**src/rtl/mips_trace_buffer.sv**
```systemverilog
// Execution-trace capture for single_cycle_mips: circular commit buffer, PC trigger, post-trigger window.
// Oldest-first combinational read port; capture state frozen in DONE until the next arm.
module mips_trace_buffer #(
  parameter int PC_WIDTH       = 10,
  parameter int INST_WIDTH     = 32,
  parameter int DATA_WIDTH     = 16,
  parameter int REG_ADDR_WIDTH = 4,
  parameter int DEPTH          = 16,
  parameter int POST_TRIG      = 8
) (
  input  logic                       clock,
  input  logic                       reset_n,
  input  logic [PC_WIDTH-1:0]        pc,
  input  logic [INST_WIDTH-1:0]      instruction,
  input  logic                       reg_write,
  input  logic [REG_ADDR_WIDTH-1:0]  write_reg,
  input  logic [DATA_WIDTH-1:0]      write_back,
  input  logic                       arm,
  input  logic                       abort,
  input  logic                       trig_en,
  input  logic [PC_WIDTH-1:0]        trig_pc,
  input  logic                       filter_wb,
  input  logic [$clog2(DEPTH)-1:0]   rd_index,
  output logic [PC_WIDTH-1:0]        rd_pc,
  output logic [INST_WIDTH-1:0]      rd_inst,
  output logic                       rd_wb_en,
  output logic [REG_ADDR_WIDTH-1:0]  rd_wb_reg,
  output logic [DATA_WIDTH-1:0]      rd_wb_data,
  output logic                       rd_valid,
  output logic [$clog2(DEPTH):0]     count,
  output logic [1:0]                 state,
  output logic                       triggered,
  output logic [$clog2(DEPTH)-1:0]   trig_pos
);

  localparam int AW = $clog2(DEPTH);
  localparam int EW = PC_WIDTH + INST_WIDTH + 1 + REG_ADDR_WIDTH + DATA_WIDTH;

  typedef enum logic [1:0] {
    S_IDLE  = 2'd0,
    S_ARMED = 2'd1,
    S_POST  = 2'd2,
    S_DONE  = 2'd3
  } state_t;

  state_t          r_state;
  state_t          w_state_nxt;
  logic [EW-1:0]   r_mem [DEPTH];
  logic [AW-1:0]   r_wr_ptr;
  logic [AW-1:0]   r_trig_slot;
  logic [AW-1:0]   r_post_left;
  logic [AW:0]     r_count;
  logic            r_triggered;

  logic            w_qual;
  logic            w_hit;
  logic            w_capture;
  logic            w_trig_take;
  logic [AW-1:0]   w_oldest;
  logic [AW-1:0]   w_rd_addr;
  logic [EW-1:0]   w_rd_entry;

  assign w_qual = !filter_wb || reg_write;
  assign w_hit  = trig_en && (pc == trig_pc);

  // arm outranks abort, and abort outranks a trigger hit
  always_comb begin
    w_state_nxt = r_state;
    w_capture   = 1'b0;
    w_trig_take = 1'b0;
    case (r_state)
      S_IDLE: begin
        if (arm) w_state_nxt = S_ARMED;
      end
      S_ARMED: begin
        if (arm) begin
          w_state_nxt = S_ARMED;
        end else if (abort) begin
          w_state_nxt = S_DONE;
        end else begin
          w_capture = w_qual || w_hit;
          if (w_hit) begin
            w_trig_take = 1'b1;
            w_state_nxt = (POST_TRIG == 0) ? S_DONE : S_POST;
          end
        end
      end
      S_POST: begin
        if (arm) begin
          w_state_nxt = S_ARMED;
        end else if (abort) begin
          w_state_nxt = S_DONE;
        end else if (w_qual) begin
          w_capture = 1'b1;
          if (r_post_left == AW'(1)) w_state_nxt = S_DONE;
        end
      end
      S_DONE: begin
        if (arm) w_state_nxt = S_ARMED;
      end
      default: w_state_nxt = S_IDLE;
    endcase
  end

  always_ff @(posedge clock) begin
    if (!reset_n) begin
      r_state     <= S_IDLE;
      r_count     <= '0;
      r_wr_ptr    <= '0;
      r_triggered <= 1'b0;
      r_trig_slot <= '0;
      r_post_left <= '0;
    end else begin
      r_state <= w_state_nxt;
      if (arm) begin
        r_count     <= '0;
        r_wr_ptr    <= '0;
        r_triggered <= 1'b0;
        r_trig_slot <= '0;
        r_post_left <= '0;
      end else if (w_capture) begin
        r_wr_ptr <= r_wr_ptr + AW'(1);
        if (r_count != (AW+1)'(DEPTH)) r_count <= r_count + (AW+1)'(1);
        if (w_trig_take) begin
          r_triggered <= 1'b1;
          r_trig_slot <= r_wr_ptr;
          r_post_left <= AW'(POST_TRIG);
        end else if (r_state == S_POST) begin
          r_post_left <= r_post_left - AW'(1);
        end
      end
    end
  end

  always_ff @(posedge clock) begin
    if (reset_n && w_capture)
      r_mem[r_wr_ptr] <= {pc, instruction, reg_write, write_reg, write_back};
  end

  // Until the buffer wraps, slot 0 holds the oldest entry; afterwards wr_ptr does
  assign w_oldest   = (r_count == (AW+1)'(DEPTH)) ? r_wr_ptr : '0;
  assign w_rd_addr  = w_oldest + rd_index;
  assign w_rd_entry = r_mem[w_rd_addr];

  assign {rd_pc, rd_inst, rd_wb_en, rd_wb_reg, rd_wb_data} = w_rd_entry;
  assign rd_valid  = ({1'b0, rd_index} < r_count);
  assign count     = r_count;
  assign state     = r_state;
  assign triggered = r_triggered;
  assign trig_pos  = r_triggered ? (r_trig_slot - w_oldest) : '0;

endmodule
```
**config.mk**
```make
export PLATFORM = sky130hd
export DESIGN_NAME = mips_trace_buffer
export DESIGN_NICKNAME = d
export VERILOG_FILES = /design/src/rtl/mips_trace_buffer.sv
export SDC_FILE = /design/constraint.sdc
export NUM_CORES = 1
export LEC_CHECK = 0
export BUFFER_PORTS_ARGS = -buffer_cell sky130_fd_sc_hd__clkbuf_2
export CAP_MARGIN = 10
export CORE_MARGIN = 4
export CORE_UTILIZATION = 25
export CTS_CLUSTER_DIAMETER = 50
export DETAILED_ROUTE_END_ITERATION = 6
export GPL_TIMING_DRIVEN = 1
export HOLD_SLACK_MARGIN = 0.08
export SETUP_SLACK_MARGIN = 0.1
export SYNTH_ARGS = -nofsm -noshare
export SYNTH_HDL_FRONTEND = slang
export SYNTH_SLANG_ARGS = --single-unit
```
**constraint.sdc**
```tcl
create_clock -name clock -period 14 [get_ports clock]
set_input_delay 2.1 -clock clock [delete_from_list [all_inputs] [get_ports clock]]
set_output_delay 2.1 -clock clock [all_outputs]
set_load 0.1 [all_outputs]
```
* Yosys cells after proc, flatten, opt, wreduce, memory -nomap -nowiden
Memory sizes are Yosys's and may differ from the RTL's. Index checks and enable logic that the tools add are counted.
Storage, ports and cells: register bits after elaboration 20, bits in writable memories 1008, input bits 83, output and inout bits 76, logic and storage cells 63, memories 1
Memory list:
- r_mem | words 16, bits a word 63, rd ports 1, clocked after memory_dff 0, write ports 1, line 48 | logic [EW-1:0] r_mem [DEPTH];
Operators by class: add/subtract/negate cells 5, magnitude comparators 1, equal/unequal tests 11, multiplexer cells 25, bitwise operators 1, reduce and logical (&&, ||, !) cells 13
Operators with widths (count):
- $mux W2 | 8
- $mux W4 | 4
- $ne A4 B4 Y1 const B | 3
- $mux W1 | 11
- $eq A10 B10 Y1 | 1
- $pmux W2 S3 | 1
- $reduce_and A2 Y1 | 3
- $add A5 B1 Y5 const B | 1
- $eq A5 B5 Y1 const B | 1
- $lt A4 B5 Y1 | 1
- $ne A5 B5 Y1 const B | 1
- $add A4 B1 Y4 const B | 1
- $add A4 B4 Y4 | 1
- $eq A2 B2 Y1 const B | 2
- $eq A4 B1 Y1 const B | 1
- $reduce_and A4 Y1 | 1
- $reduce_or A2 Y1 | 2
- $sub A4 B1 Y4 const B | 1
- $sub A4 B4 Y4 | 1
- $eq A2 B1 Y1 const B | 1
- $logic_and A1 B1 Y1 | 2
- $logic_not A2 Y1 | 1
- $logic_or A1 B1 Y1 | 2
- $ne A2 B1 Y1 const B | 1
- 4 further kinds | 4

* Logic depth before layout (Yosys ltp)
word-level depth 9, mapped depth 13

* Worst setup path after synthesis
Ideal clock, no wire load.
path kind input-to-reg, start point input port trig_pc[5], end point memory r_mem[3][0] (netlist name) (enable), arrival time 9.037 ns, required time 13.360 ns, path slack 4.323 ns, cell stages on the path 6, cells stage by stage xnor2_1 -> o2111ai_1 -> nor4_2 -> nor2_1 -> buf_2 -> nor4_1
Between the ends: word-level cells in the longest chain between the ends 9
Ends and longest elaborated chain:
- start: declaration | line 21 | input logic [PC_WIDTH-1:0] trig_pc,
- $eq A10 B10 Y1 | line 64 | assign w_hit = trig_en && (pc == trig_pc);
- $logic_and A1 B1 Y1 | line 64
- $logic_or A1 B1 Y1 | line 81 | w_capture = w_qual || w_hit;
- $mux W1 | line 78 | end else if (abort) begin
- $mux W1 | line 76 | if (arm) begin
- $pmux W1 S2 | line 71 | case (r_state)
- $logic_and A1 B1 Y1 | line 136 | if (reset_n && w_capture)
- $mux W1 | line 136
- $mux W1 (not written as such) | line 137 | r_mem[r_wr_ptr] <= {pc, instruction, reg_write, write_reg, write_back};
- end: declaration | line 48
Every way passes these cells.

* Worst setup path in the final report
start point input port rd_index[0], end point output port rd_wb_data[13]
Between the ends: word-level cells in the longest chain between the ends 2
Ends and longest elaborated chain:
- start: declaration | line 23 | input logic [$clog2(DEPTH)-1:0] rd_index,
- $add A4 B4 Y4 | line 142 | assign w_rd_addr = w_oldest + rd_index;
- $mem_v2 Z16 W63
- end: declaration | line 28 | output logic [DATA_WIDTH-1:0] rd_wb_data,
Every way passes these cells.

==> results.md <==
- Counting flops with a built-in enable in the synthesized netlist gives 1008.
- The maximum fanout encountered on the critical timing path is 122.
- The total area of multi-input combinational cells is 8880 um2.
- The class of the tightest hold or removal check is reg2reg.
- The maximum buffer depth of the clock tree is 3.
- Across every metal layer, demand over resource in global routing totals 11.8%.
- Clock-pin slew was measured on the worst setup and hold paths at 60 ps.
- The post-detailed-route DRC marker count is 0.
- The overall power is 6650 uW.
- The wire length of the first global-routing pass is 145000 um.
- Counting instances in the post-synthesis netlist gives the leading cell types as sky130_fd_sc_hd__edfxtp_1 (1008), sky130_fd_sc_hd__mux4_2 (252), sky130_fd_sc_hd__nand2_1 (146), sky130_fd_sc_hd__and2_1 (68), sky130_fd_sc_hd__a31oi_1 (64).
- The via count of the first global-routing pass is 20.5k.
- The floorplan step defined a core boundary enclosing 159000 um2.
- Tracing the worst setup path back leads to its startpoint at rd_index[0].
- For the final routed database, the setup TNS stands at 0 ps.
- Across the VDD grid, the largest voltage drop is 0.0000922 V.
- The number of buffers inserted by hold repair at cts is 0.
- Of the synthesized area, sequential elements account for 76.7%.
- Sorting the synthesized cells by area gives the leading types as sky130_fd_sc_hd__edfxtp_1 (76%), sky130_fd_sc_hd__mux4_2 (14%), sky130_fd_sc_hd__nand2_1 (1.4%), sky130_fd_sc_hd__a211oi_1 (1.2%), sky130_fd_sc_hd__and2_1 (1.1%).
- Counting the fill cells in the layout gives 15.4k.
- After the last flow step, the layout net total stands at 2225.
- Counting distinct cell types in the post-synthesis netlist gives 52.
- The number of I/O port buffers is 158.
- The type of the worst setup path is in2out.
- Setup violations remaining at the end of the flow were counted as 0.
- In the synthesized netlist the dominant register cell turns out to be sky130_fd_sc_hd__edfxtp_1.
- Once the floorplan was initialized, standard cells occupied 25.2% of the core.
- Counting flops and latches in the post-synthesis netlist gives 1028.
- The die is 408 um wide.
- The number of hold violations in the final report was 0.
- The endpoint class of the critical path is an output port.
- The cell taking the most area after synthesis is sky130_fd_sc_hd__edfxtp_1.
- At the later pin of the worst-skew pair, clock insertion delay measures 730 ps.
- Based on the critical path, the design can be clocked at up to 119 MHz.
- Post-CTS timing repair inserted 0 buffers for setup.
- After layout, the minimum clock period comes to 8420 ps.
- Setup repair after global routing left no endpoint under its margin.
- Among all cell types in the netlist, the one instantiated most often is sky130_fd_sc_hd__edfxtp_1.
- The mean post-synth cell area is 21.0 um2.
- The count of nets left with antenna violations once routing finished came out at 0.
- Across the run, the number of max-cap violations was 0.
- The master cell of the clock root buffer is sky130_fd_sc_hd__clkbuf_16.
- Once detailed placement completed, the half-perimeter wirelength came to 50700 um.
- The leakage power summed over all cells is 0.0146 uW.
- The critical path arrival is 6320 ps.
- The boundary pin count is 159.
- The relative area change from synthesis to final layout is 17.4%.
- The nature of the critical path startpoint is an input port.
- The register area is 30700 um2.
- The number of antenna violations at the first check in global routing was 13.
- The fraction of final layout cells sized beyond drive strength 1 is 29.2%.
- The post-synthesis cell count is 1909.
- The detailed-routing iteration count for the pre-antenna-repair pass is 5.
- Entering global routing, the biggest net connects 127 pins.
- The post-synth net total is 2014.
- The max-slew violation count is 0.
- The post-CTS resize count is 0.
- Detailed routing inserted a total of 19.4k vias.
- The share of flip-flops with an asynchronous set or reset after synthesis is 0%.
- The worst-case headroom to the max-slew limit is 20.0%.
- For the pin with the worst max-slew slack, the measured transition is 1200 ps.
- The data required time of the worst path is 11900 ps.
- The global route total overflow is 0.
- After floorplanning, the core was divided into 146 placement rows.
- The Yosys step of the flow raised 0 warnings.
- The worst hold path begins at r_post_left[1]$_SDFFE_PP0P_.
- The clock tree synthesis step divided the H-tree into 3 levels.
- After synthesis, the largest area contributor takes up 75.7% of total cell area.
- The number of clock buffers added by TritonCTS is 111.
- The area of the die is 166000 um2.
- Cells fill 29.6% of the core in the end.
- The setup skew after layout is 34.6 ps.
- The vias per cell is 4.52.
- After synthesis the cells add up to 40000 um2.
- After the first detailed-routing iteration, the DRC count stood at 1526.
- The run finished with clean final reports.
- The floorplan step set the die height to 408 um.
- In the finished design, the share of the clock period the worst path needs comes to 60.1%.
- The routed length per placed instance is 23.3 um.
- The weighted congestion reported at the end of routability-driven placement is 0.681.
- TritonCTS built the clock tree.
- The sink count of the clock tree is 1028.
- Power spread over the standard cell area amounts to 141 nW/um2.
- In this run the critical register-to-register path is launched from state[0]$_SDFFE_PN0P_.
- The sum of routed wire length over all layers is 99800 um.
## power by group
part	leakage [uW]	internal [uW]	switching, uW	total [uW]
Sequential	0.00922	3380	1.17	3380
Clock	0.00173	1610	1240	2840
Combinational	0.00364	112	310	422
Total	0.0146	5100	1550	6650
## per-stage QoR
| step | hold WS [ps] | instance area [um2] | instances | setup WS, ps |
|---|---|---|---|---|
| 2_1_floorplan | 442 | 40000 | 1909 | 4320 |
| 5_1_grt | 522 | 47000 | 4283 | 5470 |
| 4_1_cts | 478 | 47000 | 4282 | 5600 |
| 6_report | 476 | 47000 | 4288 | 5580 |
| 3_3_place_gp | 461 | 43400 | 4079 | 5560 |
| 3_5_place_dp | 470 | 43400 | 4079 | 5600 |
## flip-flops by register name, indices dropped and copies added, names as in the netlist
| name | flops |
|---|---|
| r_mem | 1008 |
| count | 5 |
| r_post_left | 4 |
| r_trig_slot | 4 |
| r_wr_ptr | 4 |
| state | 2 |
| triggered | 1 |
## cells by family (layout without fill, tap and decap cells)
kind of cell | after synthesis | count (layout) | share of synthesized area (%)
AO/OA/AOI/OAI | 167 | 167 | 2.86
XOR/XNOR | 15 | 15 | 0.363
adder cells (fa/ha/maj) | 22 | 22 | 0.726
buffers and inverters | 126 | 427 | 1.48
flip-flops | 1028 | 1028 | 76.7
multiplexers | 255 | 255 | 14.3
other | 0 | 6 | 0
AND/OR/NAND/NOR | 296 | 296 | 3.63
## final timing paths
check	cells after the start	to	slack, ps
worst max-delay path	10	rd_wb_data[13]	5580
worst min-delay path	2	r_post_left[1]$_SDFFE_PP0P_	480
worst max register to register	10	r_mem[9][38]$_DFFE_PP_	9730
worst min register to register	2	r_post_left[1]$_SDFFE_PP0P_	480
## placed cells by master, fill, tap and decap left out, types with 11 or more instances in the layout
| cell type | synthesis | final |
|---|---|---|
| sky130_fd_sc_hd__ha_1 | 20 | 19 |
| sky130_fd_sc_hd__clkbuf_2 | 1 | 158 |
| sky130_fd_sc_hd__nor2_1 | 18 | 14 |
| sky130_fd_sc_hd__xnor2_1 | 12 | 11 |
| sky130_fd_sc_hd__and2_1 | 68 | 68 |
| sky130_fd_sc_hd__a21oi_1 | 11 | 11 |
| sky130_fd_sc_hd__a211oi_1 | 63 | 63 |
| sky130_fd_sc_hd__nand3_1 | 12 | 12 |
| sky130_fd_sc_hd__a31oi_1 | 64 | 64 |
| sky130_fd_sc_hd__mux4_2 | 252 | 252 |
| sky130_fd_sc_hd__clkbuf_16 | 0 | 111 |
| sky130_fd_sc_hd__inv_1 | 20 | 20 |
| sky130_fd_sc_hd__clkinv_1 | 0 | 14 |
| sky130_fd_sc_hd__buf_4 | 7 | 42 |
| sky130_fd_sc_hd__dfxtp_1 | 20 | 20 |
| sky130_fd_sc_hd__edfxtp_1 | 1008 | 1008 |
| sky130_fd_sc_hd__nand2_1 | 146 | 146 |
| sky130_fd_sc_hd__clkbuf_1 | 49 | 25 |
| sky130_fd_sc_hd__clkinv_2 | 0 | 18 |
## layer usage
| metal | track usage, % | share of wire (%) |
|---|---|---|
| met5 | 0 | 0.034 |
| met4 | 3.41 | 2.1 |
| met3 | 2.59 | 5.8 |
| met2 | 20.0 | 50 |
| met1 | 15.4 | 42 |
## worst max-delay path, cell delays in order
cell and delay, ps:
sky130_fd_sc_hd__clkbuf_2 110, sky130_fd_sc_hd__ha_4 130, sky130_fd_sc_hd__inv_1 50, sky130_fd_sc_hd__fa_4 1310
sky130_fd_sc_hd__buf_12 610, sky130_fd_sc_hd__mux4_2 340, sky130_fd_sc_hd__and2_1 120, sky130_fd_sc_hd__a211oi_1 50
sky130_fd_sc_hd__a31oi_1 750, sky130_fd_sc_hd__clkbuf_2 600
## area by class of cell
cell class	instances	area share (%)
Tap cell	2072	5.52
Inverter	20	0.160
Sequential cell	1028	65.3
Clock buffer	136	6.11
Multi-Input combinational cell	755	18.9
Antenna cell	6	0.0320
Timing Repair Buffer	204	2.53
Clock inverter	67	1.45
Note: power is estimated with default switching activity, not from simulation.
